File: config.mk
export PLATFORM = sky130hd
export DESIGN_NAME = snake_body_engine
export DESIGN_NICKNAME = d
export VERILOG_FILES = /design/src/rtl/snake_pkg.sv /design/src/rtl/snake_seg_match.sv /design/src/rtl/snake_body_engine.sv
export SDC_FILE = /design/constraint.sdc
export NUM_CORES = 2
export LEC_CHECK = 0
export CAP_MARGIN = 20
export CORE_MARGIN = 2
export CORE_UTILIZATION = 50
export CTS_CLUSTER_SIZE = 40
export DETAILED_ROUTE_END_ITERATION = 8
export PLACE_DENSITY_LB_ADDON = 0.3
export SLEW_MARGIN = 20
export SYNTH_ARGS = -nofsm -noshare
export SYNTH_HDL_FRONTEND = slang
export SYNTH_SLANG_ARGS = --single-unit
File: constraint.sdc
create_clock -name clk -period 4.5 [get_ports clk]
set_input_delay 1.35 -clock clk [delete_from_list [all_inputs] [get_ports clk]]
set_output_delay 1.35 -clock clk [all_outputs]
set_load 0.01 [all_outputs]
File: src/rtl/snake_pkg.sv
// Shared definitions for the snake movement core.
// Holds the direction, collision-cause and FSM state encodings, and a
// helper that returns the opposite heading.
package snake_pkg;

    typedef enum logic [1:0] {
        DIR_UP    = 2'b00,
        DIR_DOWN  = 2'b01,
        DIR_LEFT  = 2'b10,
        DIR_RIGHT = 2'b11
    } dir_e;

    typedef enum logic [1:0] {
        CAUSE_NONE = 2'd0,
        CAUSE_WALL = 2'd1,
        CAUSE_SELF = 2'd2
    } cause_e;

    typedef enum logic [1:0] {
        ST_IDLE = 2'd0,
        ST_RUN  = 2'd1,
        ST_OVER = 2'd2
    } state_e;

    // Opposite heading; a request for it would fold the snake onto itself.
    function automatic dir_e reverse_dir(input dir_e d);
        dir_e r;
        case (d)
            DIR_UP:    r = DIR_DOWN;
            DIR_DOWN:  r = DIR_UP;
            DIR_LEFT:  r = DIR_RIGHT;
            DIR_RIGHT: r = DIR_LEFT;
            default:   r = DIR_UP;
        endcase
        return r;
    endfunction

endpackage

File: src/rtl/snake_seg_match.sv
// Parallel compare of one cell coordinate against every stored segment.
// Only segments below len take part; with excl_tail set, the last live
// segment (index len-1) is also ignored because it vacates on a plain move.
// Ports:
//   seg_x/seg_y : segment coordinate arrays, index 0 is the head
//   len         : number of live segments
//   excl_tail   : ignore segment len-1
//   x/y         : cell under test
//   hit         : cell matches any considered segment
//   hit_head    : cell matches the head segment
module snake_seg_match #(
    parameter int MAX_LEN = 64,
    parameter int XW      = 6,
    parameter int YW      = 5,
    parameter int LW      = 7
) (
    input  logic [XW-1:0] seg_x [MAX_LEN],
    input  logic [YW-1:0] seg_y [MAX_LEN],
    input  logic [LW-1:0] len,
    input  logic          excl_tail,
    input  logic [XW-1:0] x,
    input  logic [YW-1:0] y,
    output logic          hit,
    output logic          hit_head
);

    // OR-reduce the per-segment matches under the length and tail masks.
    always_comb begin
        hit = 1'b0;
        for (int i = 0; i < MAX_LEN; i++) begin
            hit = hit | ((seg_x[i] == x) && (seg_y[i] == y) &&
                         (LW'(i) < len) &&
                         !(excl_tail && (LW'(i + 1) == len)));
        end
        hit_head = (seg_x[0] == x) && (seg_y[0] == y) && (len != LW'(0));
    end

endmodule

File: src/rtl/snake_body_engine.sv
// Snake movement/body core on a GRID_W x GRID_H cell grid.
// Keeps up to MAX_LEN segment coordinates, applies buffered direction
// changes on each move tick, grows on food, detects wall and self
// collisions (or wraps in WRAP_MODE=1) and answers a registered per-cell
// query for the display.
// Ports:
//   clk, reset (async, active low), start, tick
//   dir_valid/dir_req   : direction request
//   food_x/food_y       : food cell
//   query_x/query_y     : display cell to look up
//   head_x/head_y, length, ate, game_over, over_cause
//   query_hit/query_head: lookup result, one clock after the query
module snake_body_engine
    import snake_pkg::*;
#(
    parameter int GRID_W    = 40,
    parameter int GRID_H    = 30,
    parameter int XW        = 6,
    parameter int YW        = 5,
    parameter int MAX_LEN   = 64,
    parameter int INIT_LEN  = 3,
    parameter int WRAP_MODE = 0
) (
    input  logic                         clk,
    input  logic                         reset,
    input  logic                         start,
    input  logic                         tick,
    input  logic                         dir_valid,
    input  logic [1:0]                   dir_req,
    input  logic [XW-1:0]                food_x,
    input  logic [YW-1:0]                food_y,
    input  logic [XW-1:0]                query_x,
    input  logic [YW-1:0]                query_y,
    output logic [XW-1:0]                head_x,
    output logic [YW-1:0]                head_y,
    output logic [$clog2(MAX_LEN+1)-1:0] length,
    output logic                         ate,
    output logic                         game_over,
    output logic [1:0]                   over_cause,
    output logic                         query_hit,
    output logic                         query_head
);

    localparam int LW        = $clog2(MAX_LEN + 1);
    localparam bit WALL_KILL = (WRAP_MODE == 32'sd0);

    // Start-of-game body: a horizontal line ending at the grid centre.
    function automatic logic [XW-1:0] init_x(input int i);
        return (i < INIT_LEN) ? XW'(GRID_W / 2 - i) : XW'(32'd0);
    endfunction

    function automatic logic [YW-1:0] init_y(input int i);
        return (i < INIT_LEN) ? YW'(GRID_H / 2) : YW'(32'd0);
    endfunction

    state_e        state_r, next_state_s;
    logic [XW-1:0] seg_x_r [MAX_LEN];
    logic [YW-1:0] seg_y_r [MAX_LEN];
    logic [LW-1:0] len_r;
    dir_e          heading_r, pending_r, eff_dir_s, ref_dir_s;
    logic          pending_valid_r;
    logic          ate_r, game_over_r, query_hit_r, query_head_r;
    cause_e        cause_r;
    logic [XW-1:0] nx_s;
    logic [YW-1:0] ny_s;
    logic          wall_s, eat_s, self_s, step_s, restart_s, dir_accept_s;
    logic          col_any_s, col_head_s, q_hit_s, q_head_s;

    assign step_s    = tick && (state_r == ST_RUN);
    assign restart_s = start && (state_r != ST_RUN);
    // The move on a tick already uses a buffered request.
    assign eff_dir_s = pending_valid_r ? pending_r : heading_r;
    // A request arriving with a tick is judged against the heading it will follow.
    assign ref_dir_s = step_s ? eff_dir_s : heading_r;
    assign dir_accept_s = dir_valid && (dir_e'(dir_req) != reverse_dir(ref_dir_s));
    assign eat_s     = (nx_s == food_x) && (ny_s == food_y);
    // Head match is a subset of the body match; folding it in keeps both used.
    assign self_s    = col_any_s | col_head_s;

    // Next head cell and edge handling (death or wrap).
    always_comb begin
        nx_s   = seg_x_r[0];
        ny_s   = seg_y_r[0];
        wall_s = 1'b0;
        case (eff_dir_s)
            DIR_UP: begin
                if (seg_y_r[0] == YW'(0)) begin
                    ny_s   = YW'(GRID_H - 1);
                    wall_s = WALL_KILL;
                end else begin
                    ny_s = seg_y_r[0] - YW'(1);
                end
            end
            DIR_DOWN: begin
                if (seg_y_r[0] == YW'(GRID_H - 1)) begin
                    ny_s   = YW'(0);
                    wall_s = WALL_KILL;
                end else begin
                    ny_s = seg_y_r[0] + YW'(1);
                end
            end
            DIR_LEFT: begin
                if (seg_x_r[0] == XW'(0)) begin
                    nx_s   = XW'(GRID_W - 1);
                    wall_s = WALL_KILL;
                end else begin
                    nx_s = seg_x_r[0] - XW'(1);
                end
            end
            DIR_RIGHT: begin
                if (seg_x_r[0] == XW'(GRID_W - 1)) begin
                    nx_s   = XW'(0);
                    wall_s = WALL_KILL;
                end else begin
                    nx_s = seg_x_r[0] + XW'(1);
                end
            end
            default: begin
                nx_s = seg_x_r[0];
            end
        endcase
    end

    snake_seg_match #(.MAX_LEN(MAX_LEN), .XW(XW), .YW(YW), .LW(LW)) u_col_match (
        .seg_x     (seg_x_r),
        .seg_y     (seg_y_r),
        .len       (len_r),
        .excl_tail (!eat_s),
        .x         (nx_s),
        .y         (ny_s),
        .hit       (col_any_s),
        .hit_head  (col_head_s)
    );

    snake_seg_match #(.MAX_LEN(MAX_LEN), .XW(XW), .YW(YW), .LW(LW)) u_query_match (
        .seg_x     (seg_x_r),
        .seg_y     (seg_y_r),
        .len       (len_r),
        .excl_tail (1'b0),
        .x         (query_x),
        .y         (query_y),
        .hit       (q_hit_s),
        .hit_head  (q_head_s)
    );

    // FSM state register.
    always_ff @(posedge clk or negedge reset) begin
        if (!reset) begin
            state_r <= ST_IDLE;
        end else begin
            state_r <= next_state_s;
        end
    end

    // FSM next-state logic.
    always_comb begin
        next_state_s = state_r;
        case (state_r)
            ST_IDLE: next_state_s = start ? ST_RUN : ST_IDLE;
            ST_RUN:  next_state_s = (step_s && (wall_s || self_s)) ? ST_OVER : ST_RUN;
            ST_OVER: next_state_s = start ? ST_RUN : ST_OVER;
            default: next_state_s = ST_IDLE;
        endcase
    end

    // Body, heading buffer and status registers; start re-initialises everything.
    always_ff @(posedge clk or negedge reset) begin
        if (!reset) begin
            for (int i = 0; i < MAX_LEN; i++) begin
                seg_x_r[i] <= init_x(i);
                seg_y_r[i] <= init_y(i);
            end
            len_r           <= LW'(INIT_LEN);
            heading_r       <= DIR_RIGHT;
            pending_r       <= DIR_RIGHT;
            pending_valid_r <= 1'b0;
            ate_r           <= 1'b0;
            game_over_r     <= 1'b0;
            cause_r         <= CAUSE_NONE;
        end else if (restart_s) begin
            for (int i = 0; i < MAX_LEN; i++) begin
                seg_x_r[i] <= init_x(i);
                seg_y_r[i] <= init_y(i);
            end
            len_r           <= LW'(INIT_LEN);
            heading_r       <= DIR_RIGHT;
            pending_r       <= DIR_RIGHT;
            pending_valid_r <= 1'b0;
            ate_r           <= 1'b0;
            game_over_r     <= 1'b0;
            cause_r         <= CAUSE_NONE;
        end else begin
            ate_r <= 1'b0;
            if (step_s) begin
                heading_r       <= eff_dir_s;
                pending_valid_r <= 1'b0;
            end
            // A request in the tick cycle lands after the clear above.
            if (dir_accept_s) begin
                pending_r       <= dir_e'(dir_req);
                pending_valid_r <= 1'b1;
            end
            if (step_s) begin
                if (wall_s || self_s) begin
                    game_over_r <= 1'b1;
                    cause_r     <= wall_s ? CAUSE_WALL : CAUSE_SELF;
                end else begin
                    for (int i = 1; i < MAX_LEN; i++) begin
                        seg_x_r[i] <= seg_x_r[i-1];
                        seg_y_r[i] <= seg_y_r[i-1];
                    end
                    seg_x_r[0] <= nx_s;
                    seg_y_r[0] <= ny_s;
                    ate_r      <= eat_s;
                    if (eat_s && (len_r != LW'(MAX_LEN))) begin
                        len_r <= len_r + LW'(1);
                    end
                end
            end
        end
    end

    // Display lookup, registered every cycle.
    always_ff @(posedge clk or negedge reset) begin
        if (!reset) begin
            query_hit_r  <= 1'b0;
            query_head_r <= 1'b0;
        end else begin
            query_hit_r  <= q_hit_s;
            query_head_r <= q_head_s;
        end
    end

    assign head_x     = seg_x_r[0];
    assign head_y     = seg_y_r[0];
    assign length     = len_r;
    assign ate        = ate_r;
    assign game_over  = game_over_r;
    assign over_cause = cause_r;
    assign query_hit  = query_hit_r;
    assign query_head = query_head_r;

endmodule

### Yosys cells after proc, flatten, opt, wreduce, memory -nomap -nowiden

Index checks and enable logic that the tools add are counted.

| storage, ports and cells | value |
|---|---|
| bits in registers | 724 |
| logic and storage cells | 1186 |
| output and inout bits | 24 |
| bits of input ports | 29 |

| operators by class | value |
|---|---|
| reduce and logical (&&, ||, !) cells | 472 |
| eq/ne operators | 336 |
| muxes and demuxes | 44 |
| magnitude comparators | 64 |
| add/subtract/negate cells | 5 |
| bitwise gates (word level) | 127 |

Operator list:

| kind | count |
|---|---|
| 384-bit 2-to-1 mux | 3 |
| 320-bit 2-to-1 mux | 3 |
| 6-bit equality test | 129 |
| 5-bit equality test | 129 |
| 1-bit logical AND | 392 |
| 6-bit by 7-bit equality test with 1-bit output, first input constant | 32 |
| 6-bit by 7-bit less-than comparator with 1-bit output, first input constant | 32 |
| 1-bit bitwise OR | 127 |
| 5-bit by 7-bit equality test with 1-bit output, first input constant | 16 |
| 5-bit by 7-bit less-than comparator with 1-bit output, first input constant | 16 |
| 1-bit logical NOT | 65 |
| 4-bit by 7-bit equality test with 1-bit output, first input constant | 8 |
| 4-bit by 7-bit less-than comparator with 1-bit output, first input constant | 8 |
| 3-bit by 7-bit equality test with 1-bit output, first input constant | 4 |
| 3-bit by 7-bit less-than comparator with 1-bit output, first input constant | 4 |
| 7-bit 2-to-1 mux | 4 |
| 2-bit 2-to-1 mux | 11 |
| 2-bit by 7-bit equality test with 1-bit output, first input constant | 2 |
| 1-bit by 7-bit less-than comparator with 1-bit output, first input constant | 2 |
| 2-bit by 7-bit less-than comparator with 1-bit output, first input constant | 2 |
| 1-bit 2-to-1 mux | 14 |
| 6-bit 2-to-1 mux | 2 |
| 6-bit case mux with 2 select lines | 1 |
| 2-bit equality test, second input constant | 5 |
| 28 further kinds | 37 |

### Longest topological paths before layout

| depth | value |
|---|---|
| depth in word-level cells | 77 |
| depth in mapped cells | 25 |
| mapped depth without buffers | 16 |

### Modules after synthesis

From an unflattened synthesis, not the netlist that was laid out.

| unflattened totals | value |
|---|---|
| cells, all modules | 5764 |
| area, all modules | 48084.9 um^2 |

Modules (own cells, without submodules):

| module | area each (um^2) | cells each | times used | sequential area each (um^2) |
|---|---|---|---|---|
| snake_body_engine | 29472.0 | 3312 | 1 | 18148.7 |
| snake_seg_match | 9306.4 | 1226 | 2 | 0.0 |

### Least setup slack after synthesis

No wires, ideal clock.

| timing | value |
|---|---|
| kind | reg-to-reg |
| start | reg seg_x_r (netlist bit head_x[0]) |
| end | reg len_r[4] (netlist: length[4]) |
| path buffers | 6 |
| cell stages (with the launch flop) | 23 |
| data required time | 4370 ps |
| library setup time | 130 ps |
| setup slack | -339 ps |
| period minus slack after synthesis | 4839 ps |
| arrival time | 4709 ps |
| path through | dfrtp_1 clkbuf_1 inv_1 ha_1 nor2b_1 a211o_1 a211oi_2 or2_1 buf_2 buf_4 buf_2 xnor2_1 nor2_1 nand3_1 nand2_1 a2111oi_0 o2111ai_1 nor4_4 nand2_1 buf_2 buf_4 o31ai_1 a21oi_1 |

| between the ends | value |
|---|---|
| cells in the longest elaborated chain, start to end | 76 |
| elaborated cells between the ends (all ways) | 467 |
| classes of those cells | add/sub: 2; eq/ne: 67; mux: 6; bitwise: 64; reduce/logical: 328 |

Ends and longest elaborated chain:

| element | line | source |
|---|---|---|
| from (decl) | snake_body_engine.sv:57 | `logic [XW-1:0] seg_x_r [MAX_LEN];` |
| from (signal, indexed assignment) | snake_body_engine.sv:170 | `seg_x_r[i] <= init_x(i);` |
| from (signal, indexed assignment) | snake_body_engine.sv:182 | `seg_x_r[i] <= init_x(i);` |
| from (signal, indexed assignment) | snake_body_engine.sv:209 | `seg_x_r[i] <= seg_x_r[i-1];` |
| 6-bit by 1-bit adder with 6-bit output (tied with other cells) | snake_body_engine.sv:115 | `nx_s = seg_x_r[0] + XW'(1);` |
| 6-bit 2-to-1 mux (on tied branches) | snake_body_engine.sv:111, snake_body_engine.sv:103 |  |
| 6-bit case mux with 2 select lines | snake_body_engine.sv:85 | `case (eff_dir_s)` |
| 6-bit equality test | snake_body_engine.sv:76 | `assign eat_s = (nx_s == food_x) && (ny_s == food_y);` |
| 1-bit logical AND | snake_body_engine.sv:76 |  |
| 1-bit logical NOT | snake_body_engine.sv:128 | `.excl_tail (!eat_s),` |
| 1-bit logical AND | snake_seg_match.sv:33 | `!(excl_tail && (LW'(i + 1) == len)));` |
| 1-bit logical NOT | snake_seg_match.sv:33 |  |
| 1-bit logical AND | snake_seg_match.sv:32 | `(LW'(i) < len) &&` |
| 1-bit bitwise OR (63 in series) | snake_seg_match.sv:31 | `hit = hit \| ((seg_x[i] == x) && (seg_y[i] == y) &&` |
| 1-bit bitwise OR | snake_body_engine.sv:78 | `assign self_s = col_any_s \| col_head_s;` |
| 1-bit logical OR | snake_body_engine.sv:204 | `if (wall_s \|\| self_s) begin` |
| 2-bit != test (no line) | n/a |  |
| 3-bit AND reduction (no line) * | n/a |  |
| to (signal assigned) | snake_body_engine.sv:173 | `len_r <= LW'(INIT_LEN);` |
| to (signal assigned) | snake_body_engine.sv:185 | `len_r <= LW'(INIT_LEN);` |
| to (signal assigned) | snake_body_engine.sv:216 | `len_r <= len_r + LW'(1);` |
| to (decl) | snake_body_engine.sv:59 | `logic [LW-1:0] len_r;` |

Every way passes the cells marked *; elsewhere a longest branch is shown, timed or not.
A chain may end at the register's enable or synchronous reset.

### Worst setup path in the final report

| timing | value |
|---|---|
| start | reg seg_y_r (netlist bit head_y[0]) |
| end | reg seg_y_r[307] in the netlist's numbering |

| between the ends | value |
|---|---|
| cells in the longest elaborated chain, start to end | 76 |
| elaborated cells between the ends (all ways) | 465 |
| classes of those cells | add/sub: 2; eq/ne: 67; mux: 6; bitwise: 64; reduce/logical: 326 |

Ends and longest elaborated chain:

| element | line | source |
|---|---|---|
| from (decl) | snake_body_engine.sv:58 | `logic [YW-1:0] seg_y_r [MAX_LEN];` |
| from (signal, indexed assignment) | snake_body_engine.sv:171 | `seg_y_r[i] <= init_y(i);` |
| from (signal, indexed assignment) | snake_body_engine.sv:183 | `seg_y_r[i] <= init_y(i);` |
| from (signal, indexed assignment) | snake_body_engine.sv:210 | `seg_y_r[i] <= seg_y_r[i-1];` |
| 5-bit by 1-bit adder with 5-bit output (tied with other cells) | snake_body_engine.sv:99 | `ny_s = seg_y_r[0] + YW'(1);` |
| 5-bit 2-to-1 mux (on tied branches) | snake_body_engine.sv:95, snake_body_engine.sv:87 |  |
| 5-bit case mux with 2 select lines | snake_body_engine.sv:85 |  |
| 5-bit equality test | snake_body_engine.sv:76 |  |
| 1-bit logical AND | snake_body_engine.sv:76 |  |
| 1-bit logical NOT | snake_body_engine.sv:128 |  |
| 1-bit logical AND | snake_seg_match.sv:33 |  |
| 1-bit logical NOT | snake_seg_match.sv:33 |  |
| 1-bit logical AND | snake_seg_match.sv:32 |  |
| 1-bit bitwise OR (63 in series) | snake_seg_match.sv:31 |  |
| 1-bit bitwise OR | snake_body_engine.sv:78 |  |
| 1-bit logical OR * | snake_body_engine.sv:204 |  |
| 2-bit != test (no line) * | n/a |  |
| 2-bit AND reduction (no line) * | n/a |  |

Marks and branches as above.

==> results.cfg <==
[synthesis]
ys_seq_elements = 724
synth_top_area_share_pct = 35.7
yosysSeqAreaShare_pct = 37.0
synthesis.nets = 5858
synthTopCellsByArea = dfrtp_1 (36%), nand3_1 (15%), xnor2_1 (13%)
synthCells = 5819
synth_edf_count = 0
synth_area_um2 = 49000
ys_warn_count = 0
synthAdderAreaFrac_pct = 0.276
syn_avg_cell_area_um2 = 8.42
synth_cell_type_count = 81
yosys.area_share.simple_pct = 27.6
synth-xor-area-share_pct = 24.8
synth_top_family_by_area = simple AND/OR/NAND/NOR gates
synth_compound_area_share_pct = 4.45
synth_top_area_cell = dfrtp_1
synth_top_flop_cell = dfrtp_1
synthMuxAreaShare_pct = 0.580
async_flop_share_pct = 100

[status]
failed_checks = negative setup slack
status = finished with violations

[global_routing]
overflow = 0
grt_pass1_vias = 46500
antenna_found_initial = 5
grt_usage_pct = 42.1
grt_max_degree = 131
grt_first_pass_wirelength_mm = 316

[drt]
drtIter0Drc = 7959
vias_per_cell = 6.66
ant_nets = 0
first_pass_iters = 7
wl_per_cell_um = 29.5
routed_wl_mm = 225
vias = 50700
drc = 0

[timing]
drv_slew = 0
period_share_pct = 111
layout_min_cycle_time_ps = 4990
rsz0062_at_grt = yes
fin_skew_ps = 35.0
timing_hold_violations_final = 0
max_freq_mhz = 200
worstMarginPinSlew_ps = 1280
setup_slack_ps = -491
setup_viol = 717
max_slew_margin_pct = 14.2

[setup_path]
r2r_cells = 24
cp.required_ps = 5070
crit_path_cell_trace = inv_2, ha_4, or4_4, nand3_4, buf_12, buf_12, buf_12, buf_12, buf_4, xnor2_1, o211ai_1, nor4_1, nand3_1, buf_4, a21oi_2, a21oi_1, nand4_1, nor4_4, buf_12, nand2_8, buf_12, buf_12, mux2i_2, nand2_1
critPathMaxFanout = 13
slowest_delay_ps = 610
crit_path_top_delay_cell = dfstp_2
cpMostUsedCell = buf_12
r2r_slack_ps = -490
rr_endpoint = seg_y_r[307]
crit_family = simple AND/OR/NAND/NOR gates
r2r-start = head_y[0]
critPathBufInv = 10
cp-end-kind = flip-flop
crit_arrival_ps = 5560
crit_type = flip-flop to flip-flop
crit_path_start_kind = flip-flop

[worst_hold_path]
holdPathStages = 1
min_path_type = flip-flop to flip-flop
hold_end = state_r[1]
min_from = state_r[0]

[layout]
drive_gt1_share_pct = 21.3
nets = 6306
final_util_pct = 65.3
synthToLayoutAreaGrowth_pct = 29.1

[power_and_ir_drop]
clkPwrFrac_pct = 19.3
seq_power_share_pct = 20.6
static-leakage-power_nw = 29.9
sw_frac_of_total_pct = 43.7
p_int_w = 0.0202
ir_drop_mv = 0.444
p_comb_share_pct = 60.1
p_per_area_nw_per_um2 = 567
p_switching_w = 0.0157

[place]
dpl.hpwl_mm = 149
gp_congestion = 1.05
dpl_worst_slack_ps = -1110
portBuffers = 52

[floorplanning]
coreArea_um2 = 96900
die_w_um = 317
initial_core_util_pct = 50.6
die_h_um = 317
dieArea_um2 = 101000
rows = 114
ios = 53

[clock_network]
cts-root-buf = clkbuf_16
cts.path.max_buffers = 3
clk_latency_ps = 700
numCtsBuffers = 82
clk_pin_slew_worst_paths_ps = 70
ctsHoldBuffers = 0
cts_tree = done
cts.sinks = 724
htreeDepth = 3

[flow_run]
maxCapViolCount = 0
-- routing by layer --
metal | up-vias | GRT usage, % | part of all wire [%] | wire, um
li1 | 21000 | - | - | -
met1 | 24800 | 58.6 | 38 | 86000
met2 | 4040 | 58.5 | 41 | 91700
met3 | 943 | 11.6 | 14 | 30800
met4 | 6 | 24.2 | 7.2 | 16200
met5 | - | 0 | 0.034 | 76
-- cell type report --
type | instances | area, um^2
Antenna cell | 7 | 17.5
Inverter | 18 | 70.1
Tap cell | 1276 | 1600
Clock inverter | 30 | 304
Multi-Input combinational cell | 4539 | 30200
Fill cell | 7668 | 33600
Timing Repair Buffer | 902 | 10600
Clock buffer | 117 | 2380
Sequential cell | 724 | 18100
-- what timing repair did --
action	4_1_cts	5_1_grt
cloned	13	59
pin swaps	24	156
gates resized for setup	158	324
setup endpoints to repair	717	717
buffers inserted	77	58
hold endpoints to repair	0	0
-- layout by cell type (no fill, tap or decap), types with 19 or more instances in the layout --
cell type        count
buf_6               40
buf_12             160
buf_8               20
xor2_1             641
mux2i_1             19
nand2_1            770
clkbuf_16          130
buf_16              27
nand4_1            161
buf_4              566
nand3_1           1290
nor2_1              67
nor3_1              55
xnor2_1            737
dfstp_2             25
a21oi_1             62
clkdlybuf4s50_1     40
o21ai_0             47
nand3_2            171
nor4_1             143
dfrtp_1            698
-- worst max path at each step --
stage                          startpoint      endpoint  slack, ps  cells past startpoint
final                           head_y[0]  seg_y_r[307]       -490                     24
after CTS                       head_y[0]    seg_x_r[4]       -330                     20
after global routing            head_x[0]  seg_x_r[108]       -550                     26
after floorplan           pending_valid_r     length[3]         10                     20
after global placement          food_x[2]    seg_x_r[4]      -1020                     16
after detailed placement        food_x[2]    seg_x_r[4]      -1110                     16
-- Yosys cell counts, drive strengths merged (7+ instances only) --
cell and count:
a2111oi 22, a211oi 13, a21oi 73, a22oi 9, a31oi 20, and2 10, and3 11, buf 346
clkbuf 194, dfrtp 699, dfstp 25, ha 10, inv 18, mux2i 22, nand2 784, nand2b 9
nand3 1464, nand4 161, nor2 71, nor2b 9, nor3 56, nor4 169, o2111ai 15, o211ai 18
o21a 7, o21ai 58, o221ai 8, o22ai 9, o31ai 7, or2 7, or3 9, or4 24
xnor2 742, xor2 644
-- power by group through the flow --
| stage | logic (W) | clock network (W) | registers (W) |
|---|---|---|---|
| 2_1_floorplan | 0.00952 | 0 | 0.00726 |
| 3_3_place_gp | 0.0162 | 0 | 0.00743 |
| 3_5_place_dp | 0.0164 | 0 | 0.00743 |
| 4_1_cts | 0.0183 | 0.00695 | 0.00733 |
| 5_1_grt | 0.0221 | 0.00721 | 0.00739 |
| 6_report | 0.0216 | 0.00694 | 0.00738 |
-- stage by stage --
step | hold slack, ps | total power (W) | cells | TNS, ps | area [um^2]
final | 478 | 0.0359 | 7613 | -272380 | 63300
after global routing | 508 | 0.0367 | 7606 | -322760 | 63300
after CTS | 472 | 0.0326 | 7493 | -162330 | 59900
after detailed placement | 460 | 0.0238 | 7260 | -651770 | 55400
after global placement | 455 | 0.0237 | 7260 | -641650 | 55400
after floorplan | 435 | 0.0168 | 5819 | 0 | 49100
-- cells by family after synthesis --
logic type | count (synthesis)
compound gates | 318
xor+xnor | 1386
fa+ha+maj | 11
buf+inv | 558
flops | 724
mux | 27
simple gates | 2795
-- state kept, by name (all words and copies together), names as in the netlist --
name	count
seg_y_r	315
pending_valid_r	1
length	7
game_over	1
heading_r	2
seg_x_r	378
head_x	6
query_head	1
ate	1
query_hit	1
pending_r	2
head_y	5
state_r	2
over_cause	2
-- worst register-to-register path: cells and delay by family, from the launching register on --
kind            cells  cell delay (ps)
simple gates        8             1920
buf+inv            10             1480
flops               1              610
compound gates      3              320
fa+ha+maj           1              240
mux                 1              210
xor+xnor            1              120
Power figures use the tool's default switching activity.
